File: config.mk
export PLATFORM = sky130hd
export DESIGN_NAME = bure_stage_id_core
export DESIGN_NICKNAME = d
export VERILOG_FILES = /design/src/rtl/bure_stage_id_core.sv
export SDC_FILE = /design/constraint.sdc
export NUM_CORES = 1
export LEC_CHECK = 0
export BUFFER_PORTS_ARGS = -buffer_cell sky130_fd_sc_hd__buf_2
export CAP_MARGIN = 20
export CORE_ASPECT_RATIO = 0.6
export CORE_UTILIZATION = 42
export DETAILED_ROUTE_END_ITERATION = 16
export GPL_TIMING_DRIVEN = 0
export PLACE_DENSITY = 0.71
export SYNTH_ARGS = -nofsm -noshare
export SYNTH_HDL_FRONTEND = slang
export SYNTH_SLANG_ARGS = --single-unit
File: constraint.sdc
create_clock -name i_clk -period 3.82 [get_ports i_clk]
set_clock_uncertainty 0.15 [all_clocks]
set_input_delay 0.573 -clock i_clk [delete_from_list [all_inputs] [get_ports i_clk]]
set_output_delay 0.573 -clock i_clk [all_outputs]
set_load 0.005 [all_outputs]
File: src/rtl/bure_stage_id_core.sv
// Bure RV32I instruction-decode stage: one instruction per cycle into a registered decode bundle.
// Define BURE_ID_M_EXT_EN to decode RV32M (funct7=0000001 on OP); otherwise those encodings are illegal.
module bure_stage_id_core #(
  parameter int unsigned DATA_WIDTH  = 32,
  parameter int unsigned INSTR_WIDTH = 32
) (
  input  logic                   i_clk,
  input  logic                   i_rst,
  input  logic                   i_instr_valid,
  input  logic [INSTR_WIDTH-1:0] i_instr,
  input  logic [DATA_WIDTH-1:0]  i_pc,
  input  logic                   i_stall,
  input  logic                   i_flush,
  output logic                   o_valid,
  output logic [DATA_WIDTH-1:0]  o_pc,
  output logic [4:0]             o_rs1_addr,
  output logic [4:0]             o_rs2_addr,
  output logic [4:0]             o_rd_addr,
  output logic [DATA_WIDTH-1:0]  o_imm,
  output logic [2:0]             o_funct3,
  output logic [4:0]             o_alu_op,
  output logic                   o_alu_src_imm,
  output logic                   o_alu_src_pc,
  output logic                   o_reg_write,
  output logic                   o_mem_read,
  output logic                   o_mem_write,
  output logic                   o_branch,
  output logic                   o_jump,
  output logic                   o_illegal
);

  localparam int unsigned REG_AW = 5;
  localparam int unsigned ALU_W  = 5;

  localparam logic [6:0] OPC_LUI    = 7'b0110111;
  localparam logic [6:0] OPC_AUIPC  = 7'b0010111;
  localparam logic [6:0] OPC_JAL    = 7'b1101111;
  localparam logic [6:0] OPC_JALR   = 7'b1100111;
  localparam logic [6:0] OPC_BRANCH = 7'b1100011;
  localparam logic [6:0] OPC_LOAD   = 7'b0000011;
  localparam logic [6:0] OPC_STORE  = 7'b0100011;
  localparam logic [6:0] OPC_OPIMM  = 7'b0010011;
  localparam logic [6:0] OPC_OP     = 7'b0110011;
  localparam logic [6:0] OPC_MISC   = 7'b0001111;
  localparam logic [6:0] OPC_SYSTEM = 7'b1110011;

  localparam logic [6:0] F7_BASE = 7'b0000000;
  localparam logic [6:0] F7_ALT  = 7'b0100000;
  localparam logic [6:0] F7_MUL  = 7'b0000001;

  localparam logic [ALU_W-1:0] ALU_ADD   = 5'd0;
  localparam logic [ALU_W-1:0] ALU_SUB   = 5'd1;
  localparam logic [ALU_W-1:0] ALU_SLL   = 5'd2;
  localparam logic [ALU_W-1:0] ALU_SLT   = 5'd3;
  localparam logic [ALU_W-1:0] ALU_SLTU  = 5'd4;
  localparam logic [ALU_W-1:0] ALU_XOR   = 5'd5;
  localparam logic [ALU_W-1:0] ALU_SRL   = 5'd6;
  localparam logic [ALU_W-1:0] ALU_SRA   = 5'd7;
  localparam logic [ALU_W-1:0] ALU_OR    = 5'd8;
  localparam logic [ALU_W-1:0] ALU_AND   = 5'd9;
  localparam logic [ALU_W-1:0] ALU_PASSB = 5'd10;

  typedef struct packed {
    logic                  valid;
    logic [DATA_WIDTH-1:0] pc;
    logic [REG_AW-1:0]     rs1;
    logic [REG_AW-1:0]     rs2;
    logic [REG_AW-1:0]     rd;
    logic [DATA_WIDTH-1:0] imm;
    logic [2:0]            funct3;
    logic [ALU_W-1:0]      alu_op;
    logic                  src_imm;
    logic                  src_pc;
    logic                  reg_write;
    logic                  mem_read;
    logic                  mem_write;
    logic                  branch;
    logic                  jump;
    logic                  illegal;
  } bundle_t;

  // funct3 -> base ALU op; w_alt selects SUB/SRA
  function automatic logic [ALU_W-1:0] base_op(input logic [2:0] f3, input logic alt);
    case (f3)
      3'b000:  base_op = alt ? ALU_SUB : ALU_ADD;
      3'b001:  base_op = ALU_SLL;
      3'b010:  base_op = ALU_SLT;
      3'b011:  base_op = ALU_SLTU;
      3'b100:  base_op = ALU_XOR;
      3'b101:  base_op = alt ? ALU_SRA : ALU_SRL;
      3'b110:  base_op = ALU_OR;
      default: base_op = ALU_AND;
    endcase
  endfunction

  logic [6:0]  w_opcode;
  logic [2:0]  w_f3;
  logic [6:0]  w_f7;
  logic [31:0] w_imm_i, w_imm_s, w_imm_b, w_imm_u, w_imm_j;
  logic        w_legal;
  bundle_t     w_dec;
  bundle_t     r_bundle;

  assign w_opcode = i_instr[6:0];
  assign w_f3     = i_instr[14:12];
  assign w_f7     = i_instr[31:25];
  assign w_imm_i  = {{20{i_instr[31]}}, i_instr[31:20]};
  assign w_imm_s  = {{20{i_instr[31]}}, i_instr[31:25], i_instr[11:7]};
  assign w_imm_b  = {{19{i_instr[31]}}, i_instr[31], i_instr[7], i_instr[30:25], i_instr[11:8], 1'b0};
  assign w_imm_u  = {i_instr[31:12], 12'b0};
  assign w_imm_j  = {{11{i_instr[31]}}, i_instr[31], i_instr[19:12], i_instr[20], i_instr[30:21], 1'b0};

  // Combinational decode; a bubble decodes to an all-zero bundle
  always_comb begin
    w_dec   = '0;
    w_legal = 1'b1;
    if (i_instr_valid) begin
      w_dec.valid  = 1'b1;
      w_dec.pc     = i_pc;
      w_dec.rs1    = i_instr[19:15];
      w_dec.rs2    = i_instr[24:20];
      w_dec.rd     = i_instr[11:7];
      w_dec.funct3 = w_f3;
      case (w_opcode)
        OPC_LUI: begin
          w_dec.alu_op    = ALU_PASSB;
          w_dec.imm       = DATA_WIDTH'(w_imm_u);
          w_dec.src_imm   = 1'b1;
          w_dec.reg_write = 1'b1;
        end
        OPC_AUIPC: begin
          w_dec.imm       = DATA_WIDTH'(w_imm_u);
          w_dec.src_pc    = 1'b1;
          w_dec.src_imm   = 1'b1;
          w_dec.reg_write = 1'b1;
        end
        OPC_JAL: begin
          w_dec.imm       = DATA_WIDTH'(w_imm_j);
          w_dec.src_pc    = 1'b1;
          w_dec.jump      = 1'b1;
          w_dec.reg_write = 1'b1;
        end
        OPC_JALR: begin
          w_legal         = (w_f3 == 3'b000);
          w_dec.imm       = DATA_WIDTH'(w_imm_i);
          w_dec.src_imm   = 1'b1;
          w_dec.jump      = 1'b1;
          w_dec.reg_write = 1'b1;
        end
        OPC_BRANCH: begin
          w_legal      = (w_f3 != 3'b010) && (w_f3 != 3'b011);
          w_dec.alu_op = ALU_SUB;
          w_dec.imm    = DATA_WIDTH'(w_imm_b);
          w_dec.branch = 1'b1;
        end
        OPC_LOAD: begin
          w_legal         = (w_f3 == 3'b000) || (w_f3 == 3'b001) || (w_f3 == 3'b010) ||
                            (w_f3 == 3'b100) || (w_f3 == 3'b101);
          w_dec.imm       = DATA_WIDTH'(w_imm_i);
          w_dec.src_imm   = 1'b1;
          w_dec.mem_read  = 1'b1;
          w_dec.reg_write = 1'b1;
        end
        OPC_STORE: begin
          w_legal         = (w_f3 == 3'b000) || (w_f3 == 3'b001) || (w_f3 == 3'b010);
          w_dec.imm       = DATA_WIDTH'(w_imm_s);
          w_dec.src_imm   = 1'b1;
          w_dec.mem_write = 1'b1;
        end
        OPC_OPIMM: begin
          // Shift-immediates reuse the upper imm bits as a funct7 qualifier
          if (w_f3 == 3'b001)      w_legal = (w_f7 == F7_BASE);
          else if (w_f3 == 3'b101) w_legal = (w_f7 == F7_BASE) || (w_f7 == F7_ALT);
          w_dec.alu_op    = base_op(w_f3, (w_f3 == 3'b101) && (w_f7 == F7_ALT));
          w_dec.imm       = DATA_WIDTH'(w_imm_i);
          w_dec.src_imm   = 1'b1;
          w_dec.reg_write = 1'b1;
        end
        OPC_OP: begin
          w_dec.reg_write = 1'b1;
          if (w_f7 == F7_BASE) begin
            w_dec.alu_op = base_op(w_f3, 1'b0);
          end else if (w_f7 == F7_ALT) begin
            w_legal      = (w_f3 == 3'b000) || (w_f3 == 3'b101);
            w_dec.alu_op = base_op(w_f3, 1'b1);
          end else if (w_f7 == F7_MUL) begin
`ifdef BURE_ID_M_EXT_EN
            w_dec.alu_op = {2'b10, w_f3};
`else
            w_legal = 1'b0;
`endif
          end else begin
            w_legal = 1'b0;
          end
        end
        OPC_MISC: begin
        end
        OPC_SYSTEM: begin
          w_legal = (i_instr == 32'h0000_0073) || (i_instr == 32'h0010_0073);
        end
        default: w_legal = 1'b0;
      endcase

      if (!w_legal) begin
        w_dec.alu_op    = ALU_ADD;
        w_dec.src_imm   = 1'b0;
        w_dec.src_pc    = 1'b0;
        w_dec.reg_write = 1'b0;
        w_dec.mem_read  = 1'b0;
        w_dec.mem_write = 1'b0;
        w_dec.branch    = 1'b0;
        w_dec.jump      = 1'b0;
        w_dec.illegal   = 1'b1;
      end
      if (w_dec.rd == '0) w_dec.reg_write = 1'b0;
    end
  end

  // Bundle register: flush clears even while stalled, stall holds
  always_ff @(posedge i_clk or posedge i_rst) begin
    if (i_rst)         r_bundle <= '0;
    else if (i_flush)  r_bundle <= '0;
    else if (!i_stall) r_bundle <= w_dec;
  end

  assign o_valid       = r_bundle.valid;
  assign o_pc          = r_bundle.pc;
  assign o_rs1_addr    = r_bundle.rs1;
  assign o_rs2_addr    = r_bundle.rs2;
  assign o_rd_addr     = r_bundle.rd;
  assign o_imm         = r_bundle.imm;
  assign o_funct3      = r_bundle.funct3;
  assign o_alu_op      = r_bundle.alu_op;
  assign o_alu_src_imm = r_bundle.src_imm;
  assign o_alu_src_pc  = r_bundle.src_pc;
  assign o_reg_write   = r_bundle.reg_write;
  assign o_mem_read    = r_bundle.mem_read;
  assign o_mem_write   = r_bundle.mem_write;
  assign o_branch      = r_bundle.branch;
  assign o_jump        = r_bundle.jump;
  assign o_illegal     = r_bundle.illegal;

endmodule

==> flow_metrics.env, run 1 <==
export IMPL_outcome="complete, no violations"
export IMPL_setup_ws_ns=1.01
export IMPL_layout_drive_gt1_share_pct=34.3
export IMPL_overflow=0
export IMPL_fillCellCount=838
export IMPL_synth_edf_count=0
export IMPL_r2r_setup_slack_ns=2.84
export IMPL_p_per_area_nw_per_um2=414
export IMPL_ioPinCount=165
export IMPL_htreeDepth=3
export IMPL_netlist_area_um2=4090
export IMPL_net_switching_power_uw=556
export IMPL_antenna_cells=0
export IMPL_drtAntennaViolNets=0
export IMPL_nNetsFinal=609
export IMPL_syn_area_per_cell_um2=11.2
export IMPL_cts_clk_slew_worst_paths_ns=0.07
export IMPL_post_cts_resized=0
export IMPL_design_area_um2=5420
export IMPL_hold_violations=0
export IMPL_dieArea_um2=10100
export IMPL_startpoint_type="primary input"
export IMPL_ys_flop_type="dfrtp_1"
export IMPL_drt_iter0_drc=326
export IMPL_yosys_warnings=0
export IMPL_clock_sinks=95
export IMPL_grt_busiest_layer="met1"
export IMPL_clkLatencyLatePin_ns=0.34
export IMPL_grt_max_degree=49
export IMPL_cp_required_ns=3.85
export IMPL_grt_usage_pct=26.2
export IMPL_core_um2=9320
export IMPL_ys_types=47
export IMPL_place_ws_ns=0.742
export IMPL_synth_top_area_share_pct=58.2
export IMPL_ys_seq_area_share_pct=58.2
export IMPL_initial_core_util_pct=43.8
export IMPL_hold_buffers=0
export IMPL_multi_input_area_um2=1570
export IMPL_ys_async_sr_fraction_pct=100
export IMPL_seq_area_um2=2380
export IMPL_final_max_slew_viol_count=0
export IMPL_yosys_area_top_type="dfrtp_1"
export IMPL_min_path_type="primary input to asynchronous set/reset pin"
export IMPL_grt_met2_usage_pct=37.8
export IMPL_areaGrowthSynthToFinish_pct=32.6
export IMPL_fmaxAchievable_mhz=356
export IMPL_cts_buffers=9
export IMPL_drtPass1Iterations=6
export IMPL_p_leak_nw=2.83
export IMPL_place_area_um2=5090
export IMPL_num_rows=27
export IMPL_rr_worst_depth=1
export IMPL_crit_path_start="i_instr[12]"
export IMPL_combPwrFrac_pct=9.4
export IMPL_chipWidth_um=129
export IMPL_grtUsageMet1_pct=38.6
export IMPL_post_cts_setup_buffers=0
export IMPL_antenna_found_initial=1
export IMPL_cts_tree="built"
export IMPL_endpoint="o_reg_write$_DFFE_PP0P_"
export IMPL_num_vias=3868
export IMPL_gp_congestion=0.951
export IMPL_cts_root_buf="clkbuf_16"
export IMPL_setup_viol=0
export IMPL_fin_util_pct=58.1
export IMPL_criticalPathCategory="primary input to flop"
export IMPL_wl_per_cell_um=19.2
export IMPL_min_period_ns=2.81
export IMPL_die_h_um=78.4
export IMPL_clockPowerShare_pct=44.2
export IMPL_port_buffers=162
export IMPL_mostFrequentLayoutCells="buf_2, dfrtp_1, a22o_1, nand2_1, o21ai_0"
export IMPL_syn_instance_count=366
export IMPL_drc=0
export IMPL_timing_rr_start="o_imm[20]$_DFFE_PP0P_"
export IMPL_relSlewSlack_pct=36.7
export IMPL_end_kind="flop"
export IMPL_syn_nets=435
export IMPL_ys_ff_latch=95
export IMPL_grt_pass1_wl_mm=19.9
export IMPL_internal_power_mw=1.69
export IMPL_reg2reg_to="o_imm[20]$_DFFE_PP0P_"
export IMPL_rsz0062_at_grt="no"
export IMPL_power_share_sequential_pct=46.3
export IMPL_final_common_cell="buf_2"
export IMPL_ir_worst_vdd_mv=0.247
export IMPL_cp_arrival_ns=2.84
export IMPL_wl_mm=13.0
export IMPL_max_cap_violations=0
export IMPL_swShare_pct=24.8
export IMPL_fin_crit_sh_pct=73.5
export IMPL_grt_pass1_vias=3687
export IMPL_dpl_hpwl_mm=9.64
export IMPL_tightest_slew_ns=0.940
export IMPL_grt_use_met3_pct=7.63
export IMPL_avgViaCountPerCell=5.73
export IMPL_synth_area_top_cells="dfrtp_1, a22o_1, o21ai_0, nand2_1, a221o_1"
export IMPL_cts_buffer_depth=2
export IMPL_critPathMaxFanout=10
per-stage QoR:
step / std cells / hold WS (ns) / power, mW / TNS [ns]
final: 675 / 0.152 / 2.24 / 0
after global routing: 675 / 0.197 / 2.32 / 0
after CTS: 675 / 0.177 / 2.26 / 0
after detailed placement: 659 / 0.317 / 1.27 / 0
after global placement: 658 / 0.308 / 1.26 / -39.74
after floorplan: 366 / 0.321 / 1.15 / 0
cell usage after synthesis, types with 2 or more instances:
cell      number
a32o_1         2
o21ai_0       30
a22o_1        57
nor2_1         8
and3_1         4
or4_1          4
nand4_1        3
a221oi_1       2
nand2b_1       4
a221o_1       11
o31a_1         2
and2_1         6
nand2_1       39
nor4_1         2
nor3_1         5
dfrtp_1       95
a22oi_1        6
nand3_1        5
nor2b_1        5
a21oi_1       17
a31oi_1        2
o41ai_2        2
buf_1          6
buf_2          2
clkbuf_1      22
inv_1          4
critical path, cell delays in order:
cell      delay [ns]
buf_2           0.09
clkbuf_1        0.39
o21ai_0         0.14
a221oi_1        0.34
o41ai_1         0.16
o41ai_2         0.90
o21ai_0         0.25
layer usage:
metal  routed length, um  part of all wire (%)
met1                6140                    47
met2                5440                    42
met3                1310                    10
met4                  84                  0.65
met5                  11                 0.085
power by group through the flow:
stage / logic [mW] / registers, mW / clock network (mW)
after floorplan: 0.0949 / 1.06 / 0
after global placement: 0.203 / 1.06 / 0
after detailed placement: 0.210 / 1.06 / 0
after CTS: 0.211 / 1.04 / 1.00
after global routing: 0.232 / 1.04 / 1.05
final: 0.212 / 1.04 / 0.992
area by class of cell:
class                           count  share of cell area [%]
Multi-Input combinational cell    236                    29.0
Sequential cell                    95                    43.9
Timing Repair Buffer              163                    15.5
Buffer                             31                    2.26
Clock buffer                        9                    4.16
Tap cell                          130                    3.00
Inverter                            4                   0.323
Clock inverter                      7                    1.89
worst min path at each step:
stage	startpoint	to	slack, ns	cells after the start
4_1_cts	i_rst	o_pc[8]$_DFFE_PP0P_	0.18	2
2_1_floorplan	o_valid$_DFFE_PP0P_	o_valid$_DFFE_PP0P_	0.32	2
5_1_grt	i_rst	o_pc[8]$_DFFE_PP0P_	0.20	2
3_5_place_dp	o_valid$_DFFE_PP0P_	o_valid$_DFFE_PP0P_	0.32	2
3_3_place_gp	o_valid$_DFFE_PP0P_	o_valid$_DFFE_PP0P_	0.31	2
6_report	i_rst	o_pc[8]$_DFFE_PP0P_	0.15	2
flip-flops by register name (all words and copies together), names as in the netlist:
| name | count |
|---|---|
| o_rd_addr | 5 |
| o_mem_read | 1 |
| o_alu_src_imm | 1 |
| o_mem_write | 1 |
| o_imm | 32 |
| o_alu_op | 4 |
| o_illegal | 1 |
| o_valid | 1 |
| o_funct3 | 3 |
| o_alu_src_pc | 1 |
| o_rs1_addr | 5 |
| o_branch | 1 |
| o_pc | 32 |
| o_rs2_addr | 5 |
| o_reg_write | 1 |
| o_jump | 1 |
cells by family (layout without fill, tap and decap cells):
| kind of cell | after synthesis | count (layout) | share of synthesized area [%] |
|---|---|---|---|
| muxes | 1 | 1 | 0.245 |
| DFF | 95 | 95 | 58.2 |
| buffers and inverters | 35 | 214 | 3.37 |
| and+or+nand+nor | 93 | 93 | 11.9 |
| xor gates and xnor gates | 1 | 1 | 0.214 |
| AOI/OAI and AO/OA | 140 | 140 | 26.0 |
| other | 1 | 1 | 0.0918 |
Note: power is estimated with default switching activity, not from simulation.
==> run 2: changes to the inputs <==
--- a/config.mk
+++ b/config.mk
@@ -11,7 +11,7 @@
 export CORE_UTILIZATION = 42
 export DETAILED_ROUTE_END_ITERATION = 16
 export GPL_TIMING_DRIVEN = 0
-export PLACE_DENSITY = 0.71
+export PLACE_DENSITY = 0.74
 export SYNTH_ARGS = -nofsm -noshare
 export SYNTH_HDL_FRONTEND = slang
 export SYNTH_SLANG_ARGS = --single-unit
==> constraint.sdc (replaced) <==
create_clock -name i_clk -period 2.4 [get_ports i_clk]
set_clock_uncertainty 0.15 [all_clocks]
set_input_delay 0.36 -clock i_clk [delete_from_list [all_inputs] [get_ports i_clk]]
set_output_delay 0.36 -clock i_clk [all_outputs]
set_load 0.005 [all_outputs]
==> run 2 against run 1 <==
Effect of this change: clock power rose by 47%; final cell count rose by 0.15%; via count fell by 0.13%; sequential cell count did not move; first-iteration DRC count rose by 11%; non-clock buffer count rose by 1; die area did not move; utilization rose by 0.46 points; register-to-register slack got worse by 1.5 ns; combinational power rose by 64%.
==> flow_metrics.env, run 2 (synthesis results as in run 1) <==
export IMPL_cts_clk_slew_worst_paths_ns=0.07
export IMPL_clockPowerShare_pct=42.2
export IMPL_cp_arrival_ns=2.43
export IMPL_final_max_slew_viol_count=0
export IMPL_num_vias=3863
export IMPL_layout_drive_gt1_share_pct=35.3
export IMPL_num_rows=27
export IMPL_power_share_sequential_pct=47.7
export IMPL_swShare_pct=24.6
export IMPL_ir_worst_vdd_mv=0.432
export IMPL_power_total_mw=3.47
export IMPL_ioPinCount=165
export IMPL_final_common_cell="buf_2"
export IMPL_gp_congestion=0.956
export IMPL_setup_viol=0
export IMPL_avgViaCountPerCell=5.71
export IMPL_criticalPathCategory="primary input to flop"
export IMPL_tightest_slew_ns=0.640
export IMPL_fin_util_pct=58.6
export IMPL_initial_core_util_pct=43.8
export IMPL_relSlewSlack_pct=57.3
export IMPL_p_leak_nw=2.84
export IMPL_fmaxAchievable_mhz=425
export IMPL_areaGrowthSynthToFinish_pct=33.6
export IMPL_wl_per_cell_um=19.6
export IMPL_cts_buffer_depth=2
export IMPL_post_cts_setup_buffers=0
export IMPL_internal_power_mw=2.61
export IMPL_combPwrFrac_pct=10.0
export IMPL_drtAntennaViolNets=0
export IMPL_max_cap_violations=0
export IMPL_port_buffers=162
export IMPL_chipWidth_um=129
export IMPL_fillCellCount=819
export IMPL_net_switching_power_uw=853
export IMPL_cts_buffers=9
export IMPL_die_h_um=78.4
export IMPL_dieArea_um2=10100
export IMPL_startpoint_type="primary input"
export IMPL_grt_max_degree=44
export IMPL_drc=0
export IMPL_nNetsFinal=610
export IMPL_dpl_hpwl_mm=9.75
export IMPL_hold_violations=0
export IMPL_clkLatencyLatePin_ns=0.34
export IMPL_clock_sinks=95
export IMPL_core_um2=9320
export IMPL_cts_root_buf="clkbuf_16"
export IMPL_min_path_type="primary input to flop"
export IMPL_cp_required_ns=2.48
export IMPL_critPathMaxFanout=8
export IMPL_cts_tree="built"
export IMPL_drtPass1Iterations=5
export IMPL_fin_crit_sh_pct=98.0
export IMPL_drt_iter0_drc=362
export IMPL_timing_hold_ws_ns=0.0842
export IMPL_min_period_ns=2.35
export IMPL_outcome="complete, no violations"
export IMPL_antenna_cells=0
export IMPL_antenna_found_initial=1
export IMPL_mostFrequentLayoutCells="buf_2, dfrtp_1, a22o_1, nand2_1, o21ai_0"
export IMPL_htreeDepth=3
export IMPL_grt_pass1_vias=3643
export IMPL_overflow=0
export IMPL_p_per_area_nw_per_um2=635
export IMPL_grt_pass1_wl_mm=20.1
export IMPL_grt_usage_pct=26.5
export IMPL_wl_mm=13.2
export IMPL_end_kind="flop"
==> run 2: metrics by stage <==
| stage | cells | cell area, um2 | TNS, ns | setup WS, ns |
|---|---|---|---|---|
| floorplan | 366 | 4090 | 0 | 0.0974 |
| global placement | 658 | 5060 | -9.40 | -0.509 |
| detailed placement | 660 | 5100 | -9.15 | -0.469 |
| CTS | 677 | 5430 | 0 | 0.000433 |
| global route | 676 | 5460 | -0.144 | -0.0397 |
| finish | 676 | 5460 | 0 | 0.0485 |
==> run 2: power by group through the flow <==
stage / combinational (mW) / sequential [mW] / clock [mW]
after CTS: 0.342 / 1.65 / 1.50
after detailed placement: 0.338 / 1.68 / 0
after global placement: 0.325 / 1.68 / 0
after global routing: 0.378 / 1.66 / 1.57
final: 0.347 / 1.65 / 1.46
after floorplan: 0.151 / 1.69 / 0
==> run 2: repair_timing <==
item	CTS	global route
resized for setup	1	6
hold buffers	1	0
endpoints found under the hold margin	11	0
setup endpoints to repair	7	30
==> run 2: critical path, stage by stage <==
cell and delay, ns:
buf_2 0.12, or4_1 0.50, or4_1 0.56, nor4_4 0.34, o41ai_4 0.19, o41ai_2 0.35
==> run 2: final cells by class <==
| class | instances | area (um2) | area share [%] |
|---|---|---|---|
| Inverter | 4 | 18.8 | 0.344 |
| Clock buffer | 11 | 243 | 4.45 |
| Clock inverter | 5 | 65.1 | 1.19 |
| Sequential cell | 95 | 2380 | 43.5 |
| Multi-Input combinational cell | 236 | 1610 | 29.6 |
| Timing Repair Buffer | 165 | 861 | 15.8 |
| Buffer | 30 | 119 | 2.18 |
| Tap cell | 130 | 163 | 2.98 |
==> run 2: layer usage <==
layer / part of all wire, % / up-vias / global-route usage (%)
li1: - / 1735 / -
met1: 48 / 1921 / 40.1
met2: 43 / 196 / 38.0
met3: 9.2 / 11 / 6.75
met4: 0.66 / 0 / 5.65
met5: 0 / - / 0
==> run 2: path summary, 6_finish.rpt <==
path	start	endpoint	slack, ns	depth (start not counted)
hold reg to reg	o_valid$_DFFE_PP0P_	o_valid$_DFFE_PP0P_	0.33	2
setup / recovery	i_instr[18]	o_alu_src_imm$_DFFE_PP0P_	0.05	6
hold / removal	i_pc[17]	o_pc[17]$_DFFE_PP0P_	0.08	2
max in group asynchronous	i_rst	o_imm[0]$_DFFE_PP0P_	1.19	4
min in group asynchronous	i_rst	o_pc[20]$_DFFE_PP0P_	0.39	3
setup reg to reg	o_imm[27]$_DFFE_PP0P_	o_imm[27]$_DFFE_PP0P_	1.39	1
